$ cat src/rtl/pipe_cla_add.sv
// Pipelined carry-lookahead adder/subtractor resolving CHUNK bits per stage with valid/ready flow control.
// Define PIPE_CLA_ADD_FLAGS_EN to compute and pipeline the ovf/zero flags; otherwise they are tied to 0.
module pipe_cla_add #(
    parameter int WIDTH = 16,
    parameter int CHUNK = 4
) (
    input  logic             clk,
    input  logic             rst,
    input  logic             in_valid,
    output logic             in_ready,
    input  logic [WIDTH-1:0] a,
    input  logic [WIDTH-1:0] b,
    input  logic             ci,
    input  logic             sub,
    output logic             out_valid,
    input  logic             out_ready,
    output logic [WIDTH-1:0] s,
    output logic             co,
    output logic             ovf,
    output logic             zero
);

    localparam int STAGES = (CHUNK < 1) ? 1 : WIDTH / CHUNK;

    generate
        if (CHUNK < 1) begin : g_bad_chunk
            $error("pipe_cla_add: CHUNK must be at least 1");
        end else if (WIDTH % CHUNK != 0) begin : g_bad_width
            $error("pipe_cla_add: WIDTH must be a multiple of CHUNK");
        end
    endgenerate

    logic [STAGES-1:0] v_q, v_d;
    logic [STAGES-1:0] c_q, c_d;
    logic [WIDTH-1:0]  a_q [STAGES];
    logic [WIDTH-1:0]  a_d [STAGES];
    logic [WIDTH-1:0]  b_q [STAGES];
    logic [WIDTH-1:0]  b_d [STAGES];
    logic [WIDTH-1:0]  s_q [STAGES];
    logic [WIDTH-1:0]  s_d [STAGES];
    logic              advance;

`ifdef PIPE_CLA_ADD_FLAGS_EN
    logic ovf_d, zero_d;
    logic ovf_q, zero_q;
`endif

    // The whole pipe moves as one; a stalled output freezes every stage.
    assign out_valid = v_q[STAGES-1];
    assign in_ready  = !out_valid || out_ready;
    assign advance   = in_ready;
    assign s         = s_q[STAGES-1];
    assign co        = c_q[STAGES-1];

    always_comb begin
        logic [WIDTH-1:0] a_cur, b_cur, s_cur;
        logic             c_cur, v_cur, pp;
        logic [CHUNK-1:0] p, g;
        logic [CHUNK:0]   cc;
        a_cur = a;
        b_cur = b ^ {WIDTH{sub}};
        c_cur = ci | sub;
        s_cur = '0;
        v_cur = in_valid;
`ifdef PIPE_CLA_ADD_FLAGS_EN
        ovf_d  = 1'b0;
        zero_d = 1'b0;
`endif
        for (int k = 0; k < STAGES; k++) begin
            p  = a_cur[k*CHUNK +: CHUNK] ^ b_cur[k*CHUNK +: CHUNK];
            g  = a_cur[k*CHUNK +: CHUNK] & b_cur[k*CHUNK +: CHUNK];
            cc = '0;
            cc[0] = c_cur;
            // Flat look-ahead: each carry is an OR of generate terms gated by the propagates above them.
            for (int i = 0; i < CHUNK; i++) begin
                cc[i+1] = g[i];
                pp      = p[i];
                for (int j = i - 1; j >= 0; j--) begin
                    cc[i+1] = cc[i+1] | (pp & g[j]);
                    pp      = pp & p[j];
                end
                cc[i+1] = cc[i+1] | (pp & c_cur);
            end
            s_cur[k*CHUNK +: CHUNK] = p ^ cc[CHUNK-1:0];
            v_d[k] = v_cur;
            a_d[k] = a_cur;
            b_d[k] = b_cur;
            s_d[k] = s_cur;
            c_d[k] = cc[CHUNK];
`ifdef PIPE_CLA_ADD_FLAGS_EN
            if (k == STAGES - 1) begin
                ovf_d  = (a_cur[WIDTH-1] == b_cur[WIDTH-1]) && (s_cur[WIDTH-1] != a_cur[WIDTH-1]);
                zero_d = (s_cur == '0);
            end
`endif
            v_cur = v_q[k];
            a_cur = a_q[k];
            b_cur = b_q[k];
            s_cur = s_q[k];
            c_cur = c_q[k];
        end
    end

    always_ff @(posedge clk) begin
        if (rst) begin
            v_q <= '0;
            c_q <= '0;
            for (int k = 0; k < STAGES; k++) begin
                a_q[k] <= '0;
                b_q[k] <= '0;
                s_q[k] <= '0;
            end
        end else if (advance) begin
            v_q <= v_d;
            c_q <= c_d;
            for (int k = 0; k < STAGES; k++) begin
                a_q[k] <= a_d[k];
                b_q[k] <= b_d[k];
                s_q[k] <= s_d[k];
            end
        end
    end

`ifdef PIPE_CLA_ADD_FLAGS_EN
    always_ff @(posedge clk) begin
        if (rst) begin
            ovf_q  <= 1'b0;
            zero_q <= 1'b0;
        end else if (advance) begin
            ovf_q  <= ovf_d;
            zero_q <= zero_d;
        end
    end

    assign ovf  = ovf_q;
    assign zero = zero_q;
`else
    assign ovf  = 1'b0;
    assign zero = 1'b0;
`endif

endmodule

$ cat config.mk
export PLATFORM = sky130hd
export DESIGN_NAME = pipe_cla_add
export DESIGN_NICKNAME = d
export VERILOG_FILES = /design/src/rtl/pipe_cla_add.sv
export SDC_FILE = /design/constraint.sdc
export NUM_CORES = 1
export LEC_CHECK = 0
export CAP_MARGIN = 20
export CORE_UTILIZATION = 49
export DETAILED_ROUTE_END_ITERATION = 16
export PLACE_DENSITY = 0.75
export SLEW_MARGIN = 20
export SYNTH_ARGS = -nofsm -noshare
export SYNTH_HDL_FRONTEND = slang
export SYNTH_SLANG_ARGS = --single-unit
$ cat constraint.sdc
create_clock -name clk -period 3.45 [get_ports clk]
set_clock_uncertainty 0.1 [all_clocks]
set_input_delay 0.69 -clock clk [delete_from_list [all_inputs] [get_ports clk]]
set_output_delay 0.69 -clock clk [all_outputs]
set_load 0.02 [all_outputs]
==> summary.md <==
| Metric | Value |
|---|---|
| Netlist cell types | `36` |
| Worst-margin pin slew | `0.6277 ns` |
| Die area | `9246 sq um` |
| Crit-path most repeated cell | `clkdlybuf4s50_1` |
| Number of cells on the critical path | `4` |
| Area grow syn2layout | `19.35%` |
| Critical path capture point type | `output pin` |
| First-pass GRT wire length | `11.60 mm` |
| Post-route ant nets | `0` |
| Gpl congestion | `0.8848` |
| Max stage delay on crit path | `0.59 ns` |
| Final hold viol count | `0` |
| Clock group share of total power | `30.2%` |
| P per Cell Area | `452.2 nW/um^2` |
| Share of flip-flops with an asynchronous set or reset | `0%` |
| WP data required | `2.66 ns` |
| Setup total negative slack | `0 ns` |
| CTS root buf | `clkbuf_8` |
| WS Path Type | `in2out` |
| WP data arrival | `1.89 ns` |
| Crit-path cells | `clkdlybuf4s50_1 -> nor2b_4 -> inv_2 -> clkdlybuf4s50_1` |
| CTS tree | `built` |
| CTS HTree Levels | `3` |
| I/O pins | `59` |
| Post-CTS Setup Inserts | `0` |
| Worst-case vdd ir drop | `0.0001908 V` |
| Vias per inst | `5.227` |
| Register bit total from synthesis | `96` |
| Post-DP HPWL | `4.381 mm` |
| Number of flops mapped to enable cells by yosys | `88` |
| Synth Area per Inst | `13.70 sq um` |
| Rel. slew slack | `58.15%` |
| Int Power | `0.001825 W` |
| Post-layout nets | `430` |
| Worst Hold Class | `reg2reg` |
| Flop pwr share | `58.7%` |
| Share of cells above drive strength 1 | `7.733%` |
| Final Max Slew Viols | `0` |
| Cell Count Post-Placement | `464` |
| DR DRC count | `0` |
| Final Non-Filler Cells | `480` |
| Final global-route overflow total | `0` |
| Core Area | `8382 sq um` |
| Sink Count | `96` |
| Cell area after synthesis | `4344 sq um` |
| Max stage delay cell, worst path | `clkdlybuf4s50_1` |
| Ys flop type | `edfxtp_1` |
| Final setup violation count | `0` |
| Leakage | `2.323 nW` |
| Sw Pwr | `0.0005198 W` |
| Most common cell after layout, fill and taps aside | `edfxtp_1` |
| Final-layout fill cell count | `651` |
| R2R setup slack | `1.46 ns` |
| Fin area | `5185 sq um` |
| Skew-Pair Late Insertion Delay | `0.35 ns` |
| Row cnt | `33` |
| Gate Count Post-Synth | `317` |
| CP bufs+invs | `3` |
| Final WL | `6.782 mm` |
| DIE WIDTH | `96.16 microns` |
| Net Sw Frac | `22.17%` |
| Largest delay contributor family on the critical path | `buffers and inverters` |
| Initial antenna violation count | `0` |
| Crit Path Max Fanout | `2` |
| Hold worst-path end | `v_q[2]` |
| Post-CTS resize count | `0` |
| Hold buffers post-CTS | `0` |
| Register area share after synthesis | `64.52%` |
| Vias in the first global route | `2459` |
| Reg2Reg Depth | `5` |
| Fin crit share | `77.63%` |
| Routed wire per std cell | `14.13 microns` |
| Die height | `96.16 microns` |
| Post-layout minimum cycle time | `2.678 ns` |
| Overall fraction of global-route tracks in use | `16.77%` |
| Initial DRC count | `125` |
| Max Clock Freq | `373.4 MHz` |
| Ant. Diodes | `0` |
| Largest net degree at the start of global routing | `75` |
| R2r startpoint | `v_q[3]` |
| Hold Path Stages | `2` |
| Vias | `2509` |
| Drt first pass iters | `4` |
| Buffers on Ports | `56` |
| Outcome | `finished clean` |
| Initial core utilization | `51.83%` |
| Worst Setup Start Kind | `input port` |
| Combinational share of power | `11.1%` |
| Count of warnings emitted by yosys | `0` |
| Unrepaired setup endpoints after global routing | `no` |
| Reg clk slew, reported paths | `0.09 ns` |
| Placed Instance Area | `4996 sq um` |
| Cts bufs inserted | `9` |
| R2r endpoint | `s_q[0][62]` |
| Hold path start | `v_q[2]` |
| Longest Clk Path Bufs | `2` |
| Max-Cap Viols | `0` |
| Most frequent cells in the layout | `edfxtp_1 (88), and3_1 (63), clkdlybuf4s50_1 (56), nor2_1 (25), ha_1 (18)` |
==> state kept, by name, summed over array words and instances, names as in the netlist <==
signal / flops
a_q: 24
b_q: 24
c_q: 4
s_q: 40
v_q: 4
==> worst register-to-register path, stage by stage, from the launching register on <==
cell and delay, ns:
dfxtp_1 0.32, nor2b_4 0.12, inv_2 0.05, buf_4 0.50
nand2_2 0.45, nor3_1 0.29
==> power groups by stage <==
| stage | combinational [W] | sequential [W] | clock [W] |
|---|---|---|---|
| after floorplan | 0.000153 | 0.00141 | 0 |
| after global placement | 0.000252 | 0.00140 | 0 |
| after detailed placement | 0.000260 | 0.00140 | 0 |
| after CTS | 0.000262 | 0.00138 | 0.000722 |
| after global routing | 0.000291 | 0.00138 | 0.000770 |
| final | 0.000260 | 0.00138 | 0.000709 |
==> synth_stat cells (3+ instances only) <==
| cell type | count | share of area [%] |
|---|---|---|
| nand3_1 | 5 | 0.58 |
| a211oi_1 | 5 | 0.86 |
| o21ai_0 | 4 | 0.46 |
| dfxtp_1 | 8 | 3.7 |
| and3_1 | 63 | 9.1 |
| buf_2 | 10 | 1.2 |
| fa_1 | 4 | 1.8 |
| nand2_1 | 8 | 0.69 |
| or3_1 | 4 | 0.58 |
| clkbuf_1 | 5 | 0.43 |
| edfxtp_1 | 88 | 61 |
| nor3_1 | 3 | 0.35 |
| xnor2_1 | 14 | 2.8 |
| xor2_1 | 6 | 1.2 |
| inv_1 | 6 | 0.52 |
| ha_1 | 18 | 5.2 |
| a21oi_1 | 6 | 0.69 |
| buf_4 | 6 | 1.0 |
| nor2_1 | 25 | 2.2 |
| a21o_1 | 4 | 0.69 |
| mux2i_1 | 6 | 1.4 |
==> per-layer routing <==
metal,share of wire (%),global-route usage [%]
met4,1.1,5.721
met2,47,26.60
met1,48,22.48
met3,4.0,4.265
met5,0,0
==> through the flow <==
| step | worst slack (ns) | power [W] | utilization, % | hold slack (ns) |
|---|---|---|---|---|
| floorplan | 0.8679 | 0.001562 | - | 0.3321 |
| global placement | 0.6568 | 0.001652 | 59.61 | 0.3388 |
| detailed placement | 0.6024 | 0.001664 | 59.61 | 0.3492 |
| CTS | 0.7633 | 0.002362 | 61.86 | 0.3629 |
| global route | 0.7225 | 0.002446 | 61.86 | 0.3878 |
| finish | 0.7718 | 0.002345 | 61.86 | 0.3635 |
==> worst max-delay path by stage <==
stage	to	slack [ns]	startpoint
finish	in_ready	0.77	out_ready
global route	in_ready	0.72	out_ready
CTS	in_ready	0.76	out_ready
detailed placement	s_q[0][1]	0.60	sub
global placement	s_q[0][3]	0.66	sub
floorplan	a_q[0][10]	0.87	rst
==> cell families after synthesis <==
group,count (synthesis),synth area share [%]
AO/OA/AOI/OAI,30,4.753
XOR/XNOR,20,4.032
adder cells (fa/ha/maj),22,7.028
buffers and inverters,30,3.744
flip-flops,96,64.52
multiplexers,7,1.728
other,1,0.08632
AND/OR/NAND/NOR,111,14.11
==> area by class of cell <==
class                      instances  area, sq um  area share, %
multi-input combinational        192         1390          26.81
sequential                        96         2803          54.05
clock buffer                      11        131.4          2.534
timing repair buffer              64        645.6          12.45
clock inverter                     5        57.56          1.110
tap                              105        131.4          2.534
inverter                           7        26.28         0.5068
Power figures use the tool's default switching activity.
